<file path="src/rtl/estu_result_fifo.sv">
`timescale 1ns/1ps
`default_nettype none
// ============================================================================
// Module      : estu_result_fifo
// Description : Captures ESTU last-layer results, each tagged with its
//               timestep, into a FIFO. The FIFO is presented to the servant
//               CPU as a Wishbone slave with status, drop counting and a
//               result-available interrupt.
// Ports       : i_clk, i_rst_n      - clock, async active-low reset
//               i_valid/i_data/
//               i_timestep          - ESTU result stream (level valid)
//               i_wb_*              - Wishbone slave request (2-bit word addr)
//               o_wb_rdt/o_wb_ack   - Wishbone read data / 1-cycle ack
//               o_irq               - irq_en & fifo not empty (registered)
// Revision    : 1.0 - initial release
// ============================================================================
module estu_result_fifo #(
  parameter int DEPTH  = 16,
  parameter int DATA_W = 13,
  parameter int TS_W   = 8
) (
  input  logic              i_clk,
  input  logic              i_rst_n,
  input  logic              i_valid,
  input  logic [DATA_W-1:0] i_data,
  input  logic [TS_W-1:0]   i_timestep,
  input  logic [1:0]        i_wb_adr,
  input  logic [31:0]       i_wb_dat,
  input  logic              i_wb_we,
  input  logic              i_wb_cyc,
  input  logic              i_wb_stb,
  output logic [31:0]       o_wb_rdt,
  output logic              o_wb_ack,
  output logic              o_irq
);

  localparam int AW      = $clog2(DEPTH);
  localparam int CW      = AW + 1;
  localparam int ENTRY_W = TS_W + DATA_W;

  localparam logic [1:0] ADR_DATA   = 2'd0;
  localparam logic [1:0] ADR_STATUS = 2'd1;
  localparam logic [1:0] ADR_CTRL   = 2'd2;
  localparam logic [1:0] ADR_DROP   = 2'd3;

  // --------------------------------------------------------------------------
  // State
  // --------------------------------------------------------------------------
  logic               valid_q;
  logic [AW-1:0]      wr_ptr_q, wr_ptr_d;
  logic [AW-1:0]      rd_ptr_q, rd_ptr_d;
  logic [CW-1:0]      count_q, count_d;
  logic               ovf_q, ovf_d;
  logic [15:0]        drop_cnt_q, drop_cnt_d;
  logic               irq_en_q, irq_en_d;
  logic               ack_q;
  logic [31:0]        rdt_q, rdt_d;
  logic               irq_q;
  logic [ENTRY_W-1:0] mem_q [DEPTH];

  // --------------------------------------------------------------------------
  // Decode
  // --------------------------------------------------------------------------
  logic w_empty, w_full;
  logic w_req, w_rd_data, w_pop;
  logic w_flush, w_ctrl_wr, w_drop_clr;
  logic w_push_req, w_push, w_drop;
  logic w_unused_dat;

  // Only CTRL bits [1:0] carry meaning on writes.
  assign w_unused_dat = &{1'b0, i_wb_dat[31:2]};

  assign w_empty    = (count_q == '0);
  assign w_full     = (count_q == CW'(DEPTH));

  // A request is only seen once; the ack cycle masks the still-held strobe.
  assign w_req      = i_wb_cyc & i_wb_stb & ~o_wb_ack;
  assign w_rd_data  = w_req & ~i_wb_we & (i_wb_adr == ADR_DATA);
  assign w_pop      = w_rd_data & ~w_empty;
  assign w_ctrl_wr  = w_req & i_wb_we & (i_wb_adr == ADR_CTRL);
  assign w_flush    = w_ctrl_wr & i_wb_dat[1];
  assign w_drop_clr = w_req & i_wb_we & (i_wb_adr == ADR_DROP);

  // One entry per rising edge of the level valid. A same-cycle pop frees a
  // slot so a full FIFO can still accept; flush discards silently.
  assign w_push_req = i_valid & ~valid_q;
  assign w_push     = w_push_req & ~w_flush & (~w_full | w_pop);
  assign w_drop     = w_push_req & ~w_flush & w_full & ~w_pop;

  // --------------------------------------------------------------------------
  // Next state
  // --------------------------------------------------------------------------
  always_comb begin
    wr_ptr_d   = wr_ptr_q;
    rd_ptr_d   = rd_ptr_q;
    count_d    = count_q;
    ovf_d      = ovf_q;
    drop_cnt_d = drop_cnt_q;
    irq_en_d   = irq_en_q;
    rdt_d      = 32'h0;

    if (w_flush) begin
      wr_ptr_d = '0;
      rd_ptr_d = '0;
      count_d  = '0;
      ovf_d    = 1'b0;
    end else begin
      if (w_push) wr_ptr_d = wr_ptr_q + AW'(1);
      if (w_pop)  rd_ptr_d = rd_ptr_q + AW'(1);
      case ({w_push, w_pop})
        2'b10:   count_d = count_q + CW'(1);
        2'b01:   count_d = count_q - CW'(1);
        default: count_d = count_q;
      endcase
      if (w_drop) ovf_d = 1'b1;
    end

    if (w_ctrl_wr) irq_en_d = i_wb_dat[0];

    // Clear takes priority over a drop in the same cycle.
    if (w_drop_clr) begin
      drop_cnt_d = 16'h0;
    end else if (w_drop && (drop_cnt_q != 16'hFFFF)) begin
      drop_cnt_d = drop_cnt_q + 16'h1;
    end

    // Read data is returned only for reads; write acks carry zero.
    if (w_req && !i_wb_we) begin
      case (i_wb_adr)
        ADR_DATA:   rdt_d = w_empty ? 32'h0 : {1'b1, 31'(mem_q[rd_ptr_q])};
        ADR_STATUS: rdt_d = {19'b0, 5'(count_q), 5'b0, ovf_q, w_full, w_empty};
        ADR_CTRL:   rdt_d = {30'b0, 1'b0, irq_en_q};
        default:    rdt_d = {16'b0, drop_cnt_q};
      endcase
    end
  end

  // --------------------------------------------------------------------------
  // Registers
  // --------------------------------------------------------------------------
  always_ff @(posedge i_clk or negedge i_rst_n) begin
    if (!i_rst_n) begin
      valid_q    <= 1'b0;
      wr_ptr_q   <= '0;
      rd_ptr_q   <= '0;
      count_q    <= '0;
      ovf_q      <= 1'b0;
      drop_cnt_q <= 16'h0;
      irq_en_q   <= 1'b0;
      ack_q      <= 1'b0;
      rdt_q      <= 32'h0;
      irq_q      <= 1'b0;
    end else begin
      valid_q    <= i_valid;
      wr_ptr_q   <= wr_ptr_d;
      rd_ptr_q   <= rd_ptr_d;
      count_q    <= count_d;
      ovf_q      <= ovf_d;
      drop_cnt_q <= drop_cnt_d;
      irq_en_q   <= irq_en_d;
      ack_q      <= w_req;
      rdt_q      <= rdt_d;
      // Follows the registered count, so it lags the capture by one cycle.
      irq_q      <= irq_en_q & ~w_empty;
    end
  end

  // Storage array carries no reset; pointers and count define validity.
  // When full, push and pop share an address: the read above sees the old
  // head before this write lands.
  always_ff @(posedge i_clk) begin
    if (w_push) mem_q[wr_ptr_q] <= {i_timestep, i_data};
  end

  assign o_wb_rdt = rdt_q;
  assign o_wb_ack = ack_q;
  assign o_irq    = irq_q;

endmodule
`default_nettype wire

</file>
<file path="config.mk">
export PLATFORM = sky130hd
export DESIGN_NAME = estu_result_fifo
export DESIGN_NICKNAME = d
export VERILOG_FILES = /design/src/rtl/estu_result_fifo.sv
export SDC_FILE = /design/constraint.sdc
export NUM_CORES = 1
export LEC_CHECK = 0
export ABC_AREA = 1
export CAP_MARGIN = 20
export CORE_MARGIN = 2
export CORE_UTILIZATION = 50
export CTS_CLUSTER_DIAMETER = 50
export CTS_CLUSTER_SIZE = 28
export DETAILED_ROUTE_END_ITERATION = 7
export HOLD_SLACK_MARGIN = 0.08
export PLACE_DENSITY = 0.75
export SYNTH_ARGS = -nofsm -noshare
export SYNTH_HDL_FRONTEND = slang
export SYNTH_SLANG_ARGS = --single-unit
</file>
<file path="constraint.sdc">
create_clock -name i_clk -period 2.5 [get_ports i_clk]
set_clock_uncertainty 0.05 [all_clocks]
set_input_delay 0.5 -clock i_clk [delete_from_list [all_inputs] [get_ports i_clk]]
set_output_delay 0.5 -clock i_clk [all_outputs]
set_load 0.01 [all_outputs]
</file>
# After elaboration in Yosys (flattened, before gate mapping)
# Memories as Yosys holds them, arrays and structs flattened.
# Cells that the tools add are included.
word_totals:
  ff_bits: 66
  ramBits: 336
  out_inout_bits: 34
  word_cells: 71
  mem_count: 1
memory_table:
  columns: ["name", "words", "word_bits", "read_ports", "rd_ports_with_merged_regs", "wr", "line", "rtl"]
  rows:
  - ["mem_q", 16, 21, 1, 0, 1, "59", "logic [ENTRY_W-1:0] mem_q [DEPTH];"]
op_classes:
  add_sub_neg: 5
  n_eq_ne: 7
  n_mux: 15
  n_bitwise: 23
  reduce_logical: 10
ops:
  columns: ["op", "count"]
  rows:
  - ["case mux 32 bit (3 select lines)", 1]
  - ["2-to-1 mux 32 bit", 2]
  - ["2-to-1 mux 16 bit", 2]
  - ["adder 16 x 1 -> 16 bit, second input constant", 1]
  - ["2-to-1 mux 4 bit", 4]
  - ["inequality test 16 bit, second input constant", 1]
  - ["AND 1 bit", 15]
  - ["case mux 5 bit (2 select lines)", 1]
  - ["adder 4 x 1 -> 4 bit, second input constant", 2]
  - ["nonzero test 2 bit", 4]
  - ["NOT 1 bit", 7]
  - ["== test 2 bit, second input constant", 3]
  - ["adder 5 x 1 -> 5 bit, second input constant", 1]
  - ["== test 5 bit, second input constant", 1]
  - ["zero test 5 bit", 1]
  - ["2-to-1 mux 5 bit", 1]
  - ["subtractor 5 x 1 -> 5 bit, second input constant", 1]
  - ["== test 2 x 1 -> 1 bit, second input constant", 2]
  - ["2-to-1 mux 1 bit", 4]
  - ["nonzero test 3 bit", 1]
  - ["logical AND 1 bit", 2]
  - ["zero test 2 bit", 1]
  - ["zero test 1 bit", 1]
  - ["OR 1 bit", 1]

# Logic depth before layout (Yosys ltp)
logic_depth:
  ltp_word: 12
  ltp_mapped: 17

# Least setup slack after synthesis
# No wires, ideal clock.
synth_path:
  path_type: "input-to-reg"
  startpoint: "input i_wb_adr[1]"
  endpoint: "memory mem_q[10][0] in the netlist's numbering, enable pin"
  setup_time_ps: 399
  t_arrival_ps: 2249
  setup_slack_ps: -198
  stages: 10
  n_path_buf: 1
  path_cell_list: "buf_6 -> nor2_2 -> nand3_1 -> nor2_4 -> inv_4 -> nand2_8 -> nand2_4 -> clkinv_4 -> nand2_1 -> nor2_1"
synth_via:
  elab_chain_cells: 8
synth_lines:
  columns: ["element", "line", "rtl"]
  rows:
  - ["from (decl)", "27", "input logic [1:0] i_wb_adr,"]
  - ["== test 2 bit", "80", "assign w_ctrl_wr = w_req & i_wb_we & (i_wb_adr == ADR_CTRL);"]
  - ["AND 1 bit", "80", null]
  - ["AND 1 bit", "81", "assign w_flush = w_ctrl_wr & i_wb_dat[1];"]
  - ["NOT 1 bit", "87", "assign w_push = w_push_req & ~w_flush & (~w_full | w_pop);"]
  - ["AND 1 bit", "87", null]
  - ["AND 1 bit (*)", "87", null]
  - ["2-to-1 mux 1 bit (*)", "172", "if (w_push) mem_q[wr_ptr_q] <= {i_timestep, i_data};"]
  - ["2-to-1 mux 1 bit (implied by the code) (*)", "172", null]
  - ["to (decl)", "59", null]
# Every way passes the cells marked *; elsewhere a longest branch is shown, timed or not.

# Final worst setup path
layout_path:
  startpoint: "register rd_ptr_q[0]"
  endpoint: "register rdt_q[6] (netlist: o_wb_rdt[6])"
layout_via:
  elab_chain_cells: 4
layout_lines:
  columns: ["element", "line", "rtl"]
  rows:
  - ["from (decl)", "51", "logic [AW-1:0] rd_ptr_q, rd_ptr_d;"]
  - ["from (signal assigned)", "156", "rd_ptr_q <= rd_ptr_d;"]
  - ["memory (16 x 21 bit)", null, null]
  - ["2-to-1 mux 32 bit", "130", "ADR_DATA: rdt_d = w_empty ? 32'h0 : {1'b1, 31'(mem_q[rd_ptr_q])};"]
  - ["case mux 32 bit (3 select lines)", "129", "case (i_wb_adr)"]
  - ["2-to-1 mux 32 bit", "128", "if (w_req && !i_wb_we) begin"]
  - ["net rdt_d[6]", "57", "logic [31:0] rdt_q, rdt_d;"]
  - ["to (signal assigned)", "162", "rdt_q <= rdt_d;"]
  - ["to (decl)", "57", null]
# The timed path passes the listed nets, and every way through them passes these cells.
# A chain may end at the register's enable or synchronous reset.

==> reports/qor.txt <==
layout cells sized above 1 = 14.6%
sequential-to-total area share from yosys stat = 71.2%
Crit. End Element = flip-flop
Comb power frac = 30.5%
CTS H-tree depth = 2
Vias/cell = 5.88
TritonCTS clock tree = yes
Required @ worst endpoint = 2890 ps
crit path setup slack, layout = 280 ps
clock network fraction of design power = 28.7%
Setup WS pre-CTS = -169 ps
Seq pwr share = 40.8%
die area = 33800 um2
fin. max-slew vios = 0
Die W = 184 um
CTS resizes = 0
Routed Wire Length = 37900 um
hpwl dp = 23100 um
CP max stage delay = 480 ps
largest net degree at the start of global routing = 92
Critical Path Source Type = flip-flop
Tmin final = 2220 ps
vias in the first global route = 10567
count of input and output buffers = 54
cell area after layout = 18900 um2
Antenna Nets Post-Route = 0
WL/cell = 20.8 um
Clk pin slew, worst setup/hold paths = 70 ps
area delta synth->final = 17.1%
M3 GR Usage = 3.41%
Initial Util = 50.9%
Final Hold Viols = 0
worst skew pair latency = 530 ps
CP Max Fanout = 43
fmax = 451 MHz
dpl cell area = 17700 um2
hold_buf cts = 1
GRT busiest layer = met2
Max stage delay cell, worst path = dfrtp_4
start point of the critical path = rd_ptr_q[0]
type of the worst setup path = reg2reg
Synth Cell Area = 16100 um2
Net Sw Frac = 35.5%
Max Root-Sink Buffers = 3
Lkg Pwr = 6.55 nW
Worst-Margin Slew = 758 ps
Setup TNS Final = 0 ps
via count = 10738
max_slew headroom = 49.4%
Tightest Hold Check Type = in2async
most frequent cells in the layout = edfxtp_1 (336), o21ai_0 (211), nor2_1 (182)
most used cell, CP = o21ai_0
synth warn = 0
fin crit share = 88.8%
Die Y = 184 um
max_cap viols = 0
Power Dens Cells = 1020 nW/um2
global-route track usage on met1 = 31.0%
DR DRC count = 0
met2 usage = 38.4%
WHS = 383 ps
crit-path cells = buf_4 > o21ai_0 > o221ai_1 > o21ai_0 > nand2_1 > nand3_1 > o21ai_0
initial DRC count = 1280
synthesized flop and latch total = 392
Post-CTS Setup Bufs = 0
Rows = 65
Post-Syn Instances = 1308
CTS root buf = clkbuf_16
first-pass detailed-route iteration total = 6
nets@finish = 1466
RSZ-0062 raised after global routing = false
GRT Total Usage = 23.0%
initial antenna violation count = 1
syn_area_per_cell = 12.3 um2
global-route wire length before repair = 59100 um
grt total ovfl = 0
status = finished, final reports clean
Peak supply drop = 0.000833 V
I/O Pins = 95
WP data arrival = 2610 ps
GP Congestion = 0.888
Sink Count = 392
Netlist cell types = 43
Switching Power = 6.86 mW
Num CTS Buffers = 34
reg2reg start = rd_ptr_q[0]
Power, Total = 19.3 mW
commonest non-fill, non-tap cell in the layout = edfxtp_1
Pint = 12.5 mW
area of the core = 31700 um2
final setup fails = 0
## path summary, 6_finish.rpt
| path | endpoint | slack, ps | depth (start not counted) |
|---|---|---|---|
| hold reg to reg | ovf_q | 450 | 2 |
| setup / recovery | o_wb_rdt[6] | 280 | 7 |
| max in group asynchronous | rd_ptr_q[0] | 1330 | 3 |
| hold / removal | o_wb_rdt[0] | 380 | 2 |
| min in group i_clk | valid_q | 420 | 1 |
| setup reg to reg | o_wb_rdt[6] | 280 | 7 |
## critical path, delay by kind of cell (launching register included)
family / cells / cell delay, ps
compound gates: 4 / 840
flops: 1 / 480
buf+inv: 1 / 410
simple gates: 2 / 320
## per-layer routing
layer / wire (um) / share of wire (%) / up-vias
met2: 18700 / 49 / 469
met5: 18 / 0.048 / -
met1: 15400 / 41 / 5270
met3: 2720 / 7.2 / 77
li1: - / - / 4920
met4: 1120 / 2.9 / 2
## synthesized netlist by cell type
master / number / area (um2)
xor2_1: 9 / 78.8
nor2_1: 198 / 743
buf_6: 4 / 45.0
a21oi_4: 1 / 16.3
o221ai_1: 35 / 307
nand2_4: 5 / 56.3
clkbuf_1: 48 / 180
nor3_1: 10 / 50.1
nand2_8: 1 / 20.0
nand3b_1: 1 / 7.51
nand4_4: 1 / 21.3
ha_1: 8 / 100
nor4_1: 1 / 6.26
a211oi_1: 1 / 7.51
inv_2: 9 / 33.8
o21ai_0: 211 / 1060
a31oi_1: 2 / 12.5
buf_2: 19 / 95.1
xnor2_1: 1 / 8.76
clkinv_4: 1 / 8.76
nand3_1: 47 / 235
o31ai_1: 1 / 7.51
dfrtp_1: 56 / 1400
o21bai_1: 1 / 7.51
inv_4: 1 / 6.26
buf_4: 13 / 97.6
nand2_2: 8 / 50.1
o21ai_1: 22 / 110
nand3_2: 7 / 70.1
nor2_4: 7 / 78.8
inv_1: 40 / 150
a21oi_1: 19 / 95.1
edfxtp_1: 336 / 10100
nand4_1: 4 / 25.0
o21a_1: 1 / 7.51
o22ai_1: 49 / 307
conb_1: 1 / 3.75
nand2_1: 114 / 428
nand4_2: 1 / 12.5
nor2_2: 3 / 18.8
o21ai_2: 9 / 78.8
buf_1: 1 / 3.75
mux2_2: 1 / 11.3
## registers in the layout, indices dropped and copies added (netlist names), 4 cells and up
register / count
wr_ptr_q: 4
rd_ptr_q: 4
mem_q: 336
drop_cnt_q: 16
o_wb_rdt: 22
count_q: 5
## power groups by stage
| stage | combinational, mW | sequential [mW] | clock (mW) |
|---|---|---|---|
| after floorplan | 3.85 | 7.94 | 0 |
| after global placement | 5.61 | 8.01 | 0 |
| after detailed placement | 5.79 | 8.02 | 0 |
| after CTS | 5.85 | 7.88 | 5.64 |
| after global routing | 6.49 | 7.93 | 5.89 |
| final | 5.89 | 7.88 | 5.55 |
## per-stage QoR
stage / utilization (%) / cells
final: 59.6 / 1825
after global routing: 59.6 / 1824
after CTS: 59.6 / 1824
after detailed placement: 55.8 / 1762
after global placement: 55.8 / 1762
after floorplan: - / 1317
## logic make-up (layout without fill, tap and decap cells)
logic type      after synthesis  count (layout)  synth area share (%)
simple gates                408             408                  11.3
flops                       392             392                  71.2
compound gates              352             352                  12.5
buf+inv                     136             241                  3.84
xor+xnor                     10              10                 0.542
fa+ha+maj                     8               8                 0.620
other cells                   1              11                0.0232
mux                           1               1                0.0697
## final cells by class
type | instances | area, um2
Tap cell | 402 | 503
Clock buffer | 39 | 933
Fill cell | 2368 | 12800
Antenna cell | 1 | 2.50
Multi-Input combinational cell | 789 | 4110
Inverter | 51 | 201
Sequential cell | 392 | 11500
Timing Repair Buffer | 129 | 1400
Clock inverter | 22 | 259
(Power assumes the default switching activity.)
